<file path="config.mk">
export PLATFORM = sky130hd
export DESIGN_NAME = regfile_wb_arbiter
export DESIGN_NICKNAME = d
export VERILOG_FILES = /design/src/rtl/regfile_wb_arbiter.sv
export SDC_FILE = /design/constraint.sdc
export NUM_CORES = 1
export LEC_CHECK = 0
export CORE_AREA = 2 2 89 91
export CTS_CLUSTER_DIAMETER = 40
export DETAILED_ROUTE_END_ITERATION = 10
export DIE_AREA = 0 0 91 93
export PLACE_DENSITY = 0.82
export RECOVER_POWER = 50
export SYNTH_ARGS = -nofsm -noshare
export SYNTH_HDL_FRONTEND = slang
export SYNTH_SLANG_ARGS = --single-unit
</file>
<file path="constraint.sdc">
create_clock -name clk -period 3.1 [get_ports clk]
set_input_delay 0.465 -clock clk [delete_from_list [all_inputs] [get_ports clk]]
set_output_delay 0.465 -clock clk [all_outputs]
set_load 0.05 [all_outputs]
</file>
<file path="src/rtl/regfile_wb_arbiter.sv">
// Register file write-port owner: round-robin writeback arbitration plus zero-fill sweep.
// Ports: clk, reset_n (async, active-low); req_valid/req_addr/req_data in, req_ready out
//   (one-hot, combinational); clear_start in; busy, clear_done out; rf_we/rf_waddr/rf_wdata
//   out (registered). Optional REGFILE_ARB_STATS_EN adds stat_sel, stat_clr, stat_cnt.
module regfile_wb_arbiter #(
    parameter int NREQ   = 3,
    parameter int ADDR_W = 5,
    parameter int DATA_W = 32
) (
    input  logic                     clk,
    input  logic                     reset_n,
    input  logic [NREQ-1:0]          req_valid,
    input  logic [NREQ*ADDR_W-1:0]   req_addr,
    input  logic [NREQ*DATA_W-1:0]   req_data,
    output logic [NREQ-1:0]          req_ready,
    input  logic                     clear_start,
    output logic                     busy,
    output logic                     clear_done,
`ifdef REGFILE_ARB_STATS_EN
    input  logic [$clog2(NREQ)-1:0]  stat_sel,
    input  logic                     stat_clr,
    output logic [15:0]              stat_cnt,
`endif
    output logic                     rf_we,
    output logic [ADDR_W-1:0]        rf_waddr,
    output logic [DATA_W-1:0]        rf_wdata
);

    localparam int DEPTH = 2 ** ADDR_W;
    localparam int PTR_W = $clog2(NREQ);

    typedef enum logic {
        CLEAR = 1'b0,
        ARB   = 1'b1
    } state_t;

    state_t              state, state_n;
    logic [ADDR_W-1:0]   clr_idx, clr_idx_n;
    logic [PTR_W-1:0]    rr_ptr, rr_ptr_n;
    logic                rf_we_n;
    logic [ADDR_W-1:0]   rf_waddr_n;
    logic [DATA_W-1:0]   rf_wdata_n;
    logic                clear_done_n;

    logic                found;
    logic [PTR_W-1:0]    gidx;
    int                  j;
    logic [ADDR_W-1:0]   sel_addr;
    logic [DATA_W-1:0]   sel_data;

    // Rotating priority search starting at rr_ptr; first valid wins.
    always_comb begin
        req_ready = '0;
        found     = 1'b0;
        gidx      = '0;
        j         = 0;
        if (state == ARB && !clear_start) begin
            for (int k = 0; k < NREQ; k++) begin
                j = int'(rr_ptr) + k;
                if (j >= NREQ) j = j - NREQ;
                if (!found && req_valid[j]) begin
                    found        = 1'b1;
                    req_ready[j] = 1'b1;
                    gidx         = PTR_W'(j);
                end
            end
        end
    end

    assign sel_addr = req_addr[int'(gidx)*ADDR_W +: ADDR_W];
    assign sel_data = req_data[int'(gidx)*DATA_W +: DATA_W];
    assign busy     = (state == CLEAR);

    always_ff @(posedge clk or negedge reset_n) begin
        if (!reset_n) begin
            state      <= CLEAR;
            clr_idx    <= '0;
            rr_ptr     <= '0;
            rf_we      <= 1'b0;
            rf_waddr   <= '0;
            rf_wdata   <= '0;
            clear_done <= 1'b0;
        end else begin
            state      <= state_n;
            clr_idx    <= clr_idx_n;
            rr_ptr     <= rr_ptr_n;
            rf_we      <= rf_we_n;
            rf_waddr   <= rf_waddr_n;
            rf_wdata   <= rf_wdata_n;
            clear_done <= clear_done_n;
        end
    end

    always_comb begin
        state_n      = state;
        clr_idx_n    = clr_idx;
        rr_ptr_n     = rr_ptr;
        rf_we_n      = 1'b0;
        rf_waddr_n   = rf_waddr;
        rf_wdata_n   = rf_wdata;
        clear_done_n = 1'b0;
        unique case (state)
            CLEAR: begin
                rf_we_n    = 1'b1;
                rf_waddr_n = clr_idx;
                rf_wdata_n = '0;
                clr_idx_n  = clr_idx + 1'b1;
                if (clr_idx == ADDR_W'(DEPTH - 1)) begin
                    state_n      = ARB;
                    clear_done_n = 1'b1;
                    clr_idx_n    = '0;
                end
            end
            ARB: begin
                if (clear_start) begin
                    state_n   = CLEAR;
                    clr_idx_n = '0;
                end else if (found) begin
                    // Writes to register 0 are accepted but never performed.
                    rf_we_n    = (sel_addr != '0);
                    rf_waddr_n = sel_addr;
                    rf_wdata_n = sel_data;
                    if (int'(gidx) == NREQ - 1) rr_ptr_n = '0;
                    else                        rr_ptr_n = gidx + 1'b1;
                end
            end
            default: state_n = CLEAR;
        endcase
    end

`ifdef REGFILE_ARB_STATS_EN
    logic [15:0] cnt [NREQ];

    always_ff @(posedge clk or negedge reset_n) begin
        if (!reset_n) begin
            for (int i = 0; i < NREQ; i++) cnt[i] <= '0;
        end else if (stat_clr) begin
            for (int i = 0; i < NREQ; i++) cnt[i] <= '0;
        end else if (found && cnt[gidx] != 16'hFFFF) begin
            cnt[gidx] <= cnt[gidx] + 16'd1;
        end
    end

    assign stat_cnt = (int'(stat_sel) < NREQ) ? cnt[stat_sel] : 16'd0;
`endif

endmodule

</file>
==> results by group, run 1 <==
Run status
  – Status: complete, but fails checks
  – Violated checks: capacitance limit, slew limit

Synthesis
  – Syn. warnings: 0
  – Synthesized Nets: 415
  – Ys async rst share: 1.00
  – Distinct cells, synth: 51
  – Post-synth top area cell: dfrtp_1
  – Synth top cells by count: nand2_1 (58), dfrtp_1 (47), a21oi_1 (19), a222oi_1 (17), a22o_1 (17)
  – Xor/xnor share of the synthesized area: 0.00319
  – Share of the synthesized area in the top cell type: 0.428
  – Combinational family with the most area after synthesis: compound AO/OA/AOI/OAI gates
  – Cell count after synthesis: 292
  – Post-synth top flop: dfrtp_1
  – Compound-Gate Fraction of Synth Area: 0.291
  – Simple-gate share of the synthesized area: 0.160
  – Synth top area cells: dfrtp_1 (43%), nand2_1 (7.9%), a222oi_1 (6.2%)
  – Post-synth EDFFs: 0
  – Mapped cell area: 2750 µm²
  – Seq cells post-synth: 47
  – Post-Syn Area per Cell: 9.41 µm²
  – Seq/Total Area, Yosys: 0.428
  – Mux contribution to synthesized area: 0.0246
  – Synth Area in Adders: 0.0273
  – Most common cell in the netlist: nand2_1

STA
  – Worst clock skew: roughly 0.011 ns
  – Fmax: 0.349 GHz
  – Final hold slack: 0.486 ns
  – Setup TNS: 0 ns
  – Final cycle utilization of the critical path: 0.925
  – RSZ-0062 raised after global routing: no
  – Slew headroom: -0.631
  – Slew Limit Fails: 48
  – Min Tclk post-route: 2.87 ns
  – Hold Fails Final Rpt: 0
  – Least-Margin Pin Slew: ~2.4 ns
  – # setup viols final: 0

Place
  – Placed cell count: 543
  – Port-buffer cells: approximately 160
  – Detailed Place HPWL: 7050 µm
  – Routability cong.: 0.922

Clock network
  – CTS tree: built
  – CTS root buffer: clkbuf_8
  – # resized after CTS: 0
  – Clock Latency Late Sink: 0.30 ns
  – Sink Count: 47
  – CTS H-Tree Depth: 2
  – Post-CTS Repair Setup Buffers: 0
  – Total CTS buffers: 5
  – Reg clk slew, reported paths: roughly 0.09 ns
  – Max Buffers Root-to-Sink: 2
  – Hold buffers post-CTS: 0

Critical path
  – Req. time, crit path: 2.63 ns
  – WS Path Type: flop to output pin
  – CP endpoint kind: output pin
  – R2R cell count: 10
  – Setup crit start kind: flop
  – Worst Path Max Fanout: 13
  – CP arrival: between 2 and 2.5 ns

Routing
  – DRC violations left: 0
  – Detailed-route via count: approximately 3000
  – DR WL/cell: 16.6 µm
  – Drt first-iter violations: 300
  – Vias per cell: about 5.4
  – DRT Pass-1 Iters: 8
  – Antenna Nets Post-Route: 0
  – WL final: 9130 µm

Job
  – Maxcap violations: 1

Cells and area
  – Syn-to-layout area delta: 65.1%
  – Share of cells above drive strength 1: 0.0737
  – FF+latch area: between 1000 and 1500 µm²
  – Layout fillers: between 600 and 700
  – Multi-input logic area: 1390 µm²
  – # nets final: 571
  – N_diodes: 0
  – Non-Filler Instances: 550

Floorplan
  – Die Width: 91 µm
  – Starting Density: 0.365
  – Full die area: 8460 µm²
  – # IOs: 160
  – Die height: just over 90 µm
  – # rows: 32
  – Core footprint: 7530 µm²

Power and ir drop
  – LEAKAGE: 1.92 nW
  – Power Density: between 500 and 600 nW/µm²
  – VDD IR max: 0.221 mV
  – Power Total: ~2.3 mW

Min path
  – Worst Hold Class: flop to flop
  – Hold path cells: 2

Global routing
  – Largest net degree at the start of global routing: 48
  – Initial antenna violation count: 0
  – Overall global routing resource usage: 0.208
  – Number of global-route vias before repair: 2873
  – First-pass GRT wire length: 14000 µm
  – GRT overflow: 0
## worst max-delay path: stages, from the launching register on
cell     delay (ns)
dfrtp_1        0.40
inv_1          0.07
ha_1           0.47
or3_1          0.42
a21oi_2        0.28
a21oi_1        0.07
nor2_1         0.21
buf_12         0.17
## metrics by stage
step           worst slack [ns]  utilization  instance area, µm²
2_1_floorplan             0.474            -                2750
3_3_place_gp              0.277        0.591                4450
3_5_place_dp              0.201        0.591                4450
4_1_cts                   0.243        0.602                4530
5_1_grt                 0.00963        0.602                4530
6_report                  0.232        0.602                4530
## report_power, final
group          leakage [nW]  internal [mW]  switching (mW)
Clock                0.0440          0.155           0.205
Combinational          1.25          0.492           0.667
Sequential            0.628          0.721          0.0863
Total                  1.92           1.37           0.959
## final cells by class
| class | count | area share |
|---|---|---|
| clock buffers | 5 | 0.0152 |
| clock inverters | 2 | 0.00304 |
| inverters | 6 | 0.00497 |
| multi-input cells | 217 | 0.307 |
| flip-flops and latches | 47 | 0.259 |
| well taps | 102 | 0.0282 |
| repair buffers | 171 | 0.382 |
## sequential cells by signal (all words and copies together) (netlist names)
signal      count
clear_done      1
rf_waddr        5
state           1
rf_wdata       32
rf_we           1
clr_idx         5
rr_ptr          2
## final timing paths
kind,startpoint,end,slack [ns]
setup / recovery,rr_ptr[0],req_ready[1],0.23
hold / removal,rf_wdata[28],rf_wdata[28],0.49
setup reg to reg,rr_ptr[1],rf_we,0.32
hold reg to reg,rf_wdata[28],rf_wdata[28],0.49
max in group asynchronous,reset_n,rf_wdata[17],0.80
min in group asynchronous,reset_n,clr_idx[1],0.91
## layout by cell type (no fill, tap or decap), drive strengths merged, types with 3 or more instances in the layout
master and instances:
clkdlybuf4s50 140, nand2 58, dfrtp 47, o21ai 30, a21oi 20, a22o 17
a222oi 17, dlygate4sd3 15, buf 15, nor2b 7, nor2 7, inv 6
nand3 6, a22oi 6, ha 6, clkbuf 6, mux2i 4, nand2b 3
a31oi 3, o22ai 3
## metal layers
layer | GRT usage | up-vias | part of all wire
met5 | 0 | - | 0
met4 | 0.0568 | 0 | 0.018
met3 | 0.0556 | 14 | 0.086
met2 | 0.372 | 155 | 0.51
met1 | 0.247 | 1398 | 0.39
li1 | - | 1408 | -
## logic make-up after synthesis
group	count (synthesis)
adder cells (fa/ha/maj)	6
flip-flops	47
AND/OR/NAND/NOR	94
XOR/XNOR	1
AO/OA/AOI/OAI	111
buffers and inverters	28
multiplexers	5
(Power assumes the default switching activity.)
==> run 2, diff against run 1 <==
- CORE_AREA: 2 2 89 91 -> 3 3 90 92
- DIE_AREA: 0 0 91 93 -> 0 0 93 95
==> run 2 against run 1 <==
  * Design area grew 0.99%
  * Global-route usage grew 0.26 points
  * Critical endpoint unchanged
  * First-iteration DRC count fell by 36%
  * Non-clock buffer count rose by 1
  * Total power is 7.7% higher
  * Sequential share of layout area decreased by 0.26 points
  * Clock power is 48% higher
  * Combinational power barely moved
  * Utilization increased by 2.6 points
  * Largest power group unchanged
  * Clock-buffer cell count increased by 1
  * The run still ends with capacitance limit, slew limit left
  * Highest routed layer unchanged
  * Sequential power is essentially flat
==> results by group, run 2 (synthesized netlist as in run 1, its figures left out) <==
Run status
  – Status: complete, but fails checks
  – Violated checks: capacitance limit, slew limit

Cells and area
  – Largest regs: rf_wdata: 32 flops, clr_idx: 5 flops, rf_waddr: 5 flops
  – Final instance area: 4580 µm²
  – Share of cells above drive strength 1: 0.0733
  – Most frequent cells in the layout: clkdlybuf4s50_1 (140), nand2_1 (58), dfrtp_1 (47)
  – Most common cell after layout, fill and taps aside: clkdlybuf4s50_1
  – # nets final: 572
  – Max reg flops: 32
  – Syn-to-layout area delta: 66.7%
  – Most flop-heavy register: rf_wdata
  – N_diodes: 0

STA
  – Worst clock skew: 0.0134 ns
  – Slew headroom: -0.699
  – Fmax: 0.347 GHz
  – RSZ-0062 raised after global routing: no
  – Final cycle utilization of the critical path: 0.930
  – Min Tclk post-route: 2.88 ns
  – Least-Margin Pin Slew: 2.55 ns
  – Hold Fails Final Rpt: 0
  – # setup viols final: 0
  – Setup TNS: 0 ns
  – Slew Limit Fails: 48

Global routing
  – GRT overflow: 0
  – Largest net degree at the start of global routing: 48
  – Overall global routing resource usage: 0.211
  – Initial antenna violation count: 0
  – Number of global-route vias before repair: a little over 3000
  – First-pass GRT wire length: ~15000 µm

Clock network
  – Hold buffers post-CTS: 0
  – Post-CTS Repair Setup Buffers: 0
  – Max Buffers Root-to-Sink: 2
  – Sink Count: 47
  – Reg clk slew, reported paths: 0.09 ns
  – CTS tree: built
  – # resized after CTS: 0
  – Total CTS buffers: 5
  – Clock Latency Late Sink: 0.31 ns
  – CTS H-Tree Depth: 2
  – CTS root buffer: clkbuf_8

Floorplan
  – Starting Density: 0.377
  – Core footprint: 7290 µm²
  – # IOs: 160
  – Full die area: between 8000 and 9000 µm²
  – # rows: 31
  – Die Width: 93 µm
  – Die height: 95 µm

Routing
  – Metal3 WL: 864 µm
  – Drt first-iter violations: 193
  – Detailed-route via count: about 3000
  – DR WL/cell: 17.3 µm
  – DRT Pass-1 Iters: 5
  – Met2 Routed Length: 4960 µm
  – WL final: 9490 µm
  – DRC violations left: 0
  – Vias per cell: between 5 and 6
  – Antenna Nets Post-Route: 0
  – Max Used Layer: met4
  – WL met1: roughly 3500 µm

Place
  – Routability cong.: 0.920
  – Port-buffer cells: 159
  – Detailed Place HPWL: around 7400 µm
  – Placed Area: roughly 4500 µm²

Power and ir drop
  – VDD IR max: 0.290 mV
  – Power Density: 547 nW/µm²
  – Power Total: 2.51 mW
  – LEAKAGE: roughly 1.9 nW

Critical path
  – CP arrival: 2.42 ns
  – Setup crit start kind: flop
  – Worst Path Max Fanout: 13
  – Req. time, crit path: 2.63 ns
  – WS Path Type: flop to output pin
  – CP endpoint kind: output pin

Job
  – Maxcap violations: 1

Min path
  – Worst Hold Class: flop to flop
run 2: metrics by stage:
stage | instances | setup slack (ns) | hold WS (ns) | utilization
final | 549 | 0.217 | 0.482 | 0.628
after global routing | 549 | 0.0226 | 0.526 | 0.628
after CTS | 549 | 0.213 | 0.384 | 0.629
after detailed placement | 541 | 0.236 | 0.475 | 0.610
after global placement | 541 | 0.269 | 0.467 | 0.610
after floorplan | 292 | 0.474 | 0.169 | -
run 2: per-layer routing:
metal,vias to the layer above,GRT usage
li1,1407,-
met1,1438,0.239
met2,175,0.377
met3,18,0.0574
met4,0,0.0794
met5,-,0
run 2: critical path, cell delays in order, from the launching register on:
cell	delay [ns]
dfrtp_1	0.41
inv_1	0.08
ha_1	0.46
or3_1	0.42
a21oi_2	0.27
a21oi_1	0.07
nor2_1	0.24
buf_12	0.18
run 2: layout make-up:
| cell class | count | area, µm² |
|---|---|---|
| clock buffer | 6 | 72.6 |
| clock inverter | 2 | 60.1 |
| fill | 651 | 2710 |
| inverter | 6 | 22.5 |
| multi-input combinational | 217 | 1400 |
| sequential | 47 | 1180 |
| tap | 99 | 124 |
| timing repair buffer | 172 | 1720 |
run 2: final timing paths:
| path | start | end | slack, ns | depth (start not counted) |
|---|---|---|---|---|
| setup / recovery | rr_ptr[0] | req_ready[1] | 0.22 | 7 |
| hold / removal | rf_wdata[23] | rf_wdata[23] | 0.48 | 2 |
| setup reg to reg | rr_ptr[0] | rf_wdata[11] | 0.40 | 10 |
| hold reg to reg | rf_wdata[23] | rf_wdata[23] | 0.48 | 2 |
| max in group asynchronous | reset_n | rr_ptr[1] | 0.71 | 1 |
| min in group asynchronous | reset_n | rf_wdata[14] | 0.95 | 1 |
run 2: where the power goes:
group	switching, mW	total [mW]	internal, mW
Clock	0.210	0.533	0.322
Combinational	0.667	1.16	0.497
Sequential	0.0883	0.810	0.721
Total	0.966	2.51	1.54
==> run 3, diff against run 2 <==
- CORE_AREA: 3 3 90 92 -> 3 3 109 111
- DIE_AREA: 0 0 93 95 -> 0 0 112 114
- PLACE_DENSITY: 0.82 -> 0.6
==> run 3 against run 2 <==
  * The flow still finishes with violations (capacitance limit, slew limit)
  * Utilization down 21 points
  * Routed wire length up 4.0%
  * Hold slack better by 0.0060 ns
  * Design area up 0.36%
  * Critical path type unchanged
  * Largest cell class unchanged
  * Highest routed layer unchanged
==> results by group, run 3 (synthesized netlist as in run 1, its figures left out) <==
Routing
  – DRT Pass-1 Iters: 6
  – Drt first-iter violations: 153
  – DRC violations left: 0
  – Vias per cell: 4.87
  – Detailed-route via count: 2877
  – WL final: 9870 µm
  – DR WL/cell: approximately 17 µm
  – Antenna Nets Post-Route: 0

Clock network
  – Clock Latency Late Sink: 0.29 ns
  – Sink Count: between 40 and 50
  – Max Buffers Root-to-Sink: 2
  – # resized after CTS: 0
  – CTS root buffer: clkbuf_8
  – CTS tree: built
  – Total CTS buffers: 5
  – Hold buffers post-CTS: 0
  – CTS H-Tree Depth: 2
  – Post-CTS Repair Setup Buffers: 0
  – Reg clk slew, reported paths: 0.08 ns

STA
  – Slew headroom: -0.670
  – Final cycle utilization of the critical path: 0.940
  – # setup viols final: 0
  – Fmax: 0.343 GHz
  – Worst clock skew: between 0.004 and 0.005 ns
  – Hold Fails Final Rpt: 0
  – Slew Limit Fails: 48
  – RSZ-0062 raised after global routing: yes
  – Least-Margin Pin Slew: 2.51 ns
  – Min Tclk post-route: 2.91 ns
  – Final hold slack: 0.488 ns

Critical path
  – Req. time, crit path: 2.63 ns
  – RR Endpoint: rf_we
  – WS Path Type: flop to output pin
  – Setup crit start kind: flop
  – Critical R2R Launch: rr_ptr[0]
  – CP startpoint: rr_ptr[0]
  – Worst Path Max Fanout: 13
  – R2R cell count: 9
  – CP endpoint kind: output pin
  – R2R Setup Slk: around 0.38 ns
  – CP arrival: 2.45 ns

Place
  – Port-buffer cells: around 160
  – Detailed Place HPWL: 7680 µm
  – Routability cong.: 0.959
  – Placed Area: 4520 µm²

Global routing
  – First-pass GRT wire length: 15300 µm
  – Initial antenna violation count: 0
  – Overall global routing resource usage: 0.149
  – Number of global-route vias before repair: 2961
  – GRT overflow: 0
  – Largest net degree at the start of global routing: 48

Floorplan
  – Die Width: 112 µm
  – # rows: 38
  – Core footprint: 10900 µm²
  – Full die area: 12800 µm²
  – Starting Density: 0.252
  – # IOs: 160
  – Die height: ~110 µm

Job
  – Maxcap violations: 1

Min path
  – Worst Hold Class: flop to flop
  – Worst Hold End: rf_wdata[14]
  – Hold path startpoint: rf_wdata[14]
  – Hold path cells: 2

Cells and area
  – Largest regs: rf_wdata: 32 flops, clr_idx: 5 flops, rf_waddr: 5 flops
  – Most flop-heavy register: rf_wdata
  – Syn-to-layout area delta: 67.3%
  – Most common cell after layout, fill and taps aside: clkdlybuf4s50_1
  – Share of cells above drive strength 1: 0.0732
  – Most frequent cells in the layout: clkdlybuf4s50_1 (141), nand2_1 (58), dfrtp_1 (47)
  – N_diodes: 0
  – # nets final: 573
  – Max reg flops: 32
  – Final instance area: 4590 µm²

Run status
  – Violated checks: capacitance limit, slew limit
  – Status: complete, but fails checks

Power and ir drop
  – Power Density: 509 nW/µm²
  – VDD IR max: 0.411 mV
  – LEAKAGE: 1.92 nW
  – Power Total: 2.34 mW
==> run 3: stage by stage <==
step / cells / util / TNS (ns) / setup WS, ns
3_5_place_dp: 583 / 0.415 / 0 / 0.311
2_1_floorplan: 292 / - / 0 / 0.474
3_3_place_gp: 583 / 0.415 / 0 / 0.341
4_1_cts: 591 / 0.422 / 0 / 0.159
6_report: 591 / 0.422 / 0 / 0.186
5_1_grt: 591 / 0.422 / -0.0518 / -0.0291
==> run 3: worst max-delay path, stage by stage (launching register included) <==
cell	delay (ns)
dfrtp_1	0.40
inv_1	0.08
ha_1	0.47
or3_1	0.43
a21oi_2	0.31
a21oi_1	0.08
nor2_1	0.22
buf_12	0.17
==> run 3: layout make-up <==
type | count | area (µm²)
timing repair buffer | 173 | 1730
sequential | 47 | 1180
fill | 1094 | 6290
inverter | 6 | 22.5
multi-input combinational | 217 | 1410
tap | 140 | 175
clock buffer | 7 | 76.3
clock inverter | 1 | 5.00
==> run 3: routing by layer <==
metal / global-route usage / vias to the layer above / wire length (µm)
met1: 0.181 / 1350 / 3990
met2: 0.259 / 116 / 4930
met3: 0.0440 / 10 / 777
met4: 0.0401 / 0 / 176
li1: - / 1401 / -
met5: 0 / - / 0
==> run 3: worst max path at each step <==
stage	slack, ns	to	cells after the start
finish	0.19	req_ready[1]	7
global route	-0.03	req_ready[0]	9
CTS	0.16	req_ready[1]	7
detailed placement	0.31	rf_wdata[23]	10
global placement	0.34	rf_waddr[2]	9
floorplan	0.47	req_ready[0]	10
==> run 3: power by group <==
part | switching, mW | total [mW] | internal [mW]
sequential | 0.0824 | 0.803 | 0.721
combinational | 0.675 | 1.18 | 0.502
clock | 0.199 | 0.358 | 0.159
total | 0.956 | 2.34 | 1.38
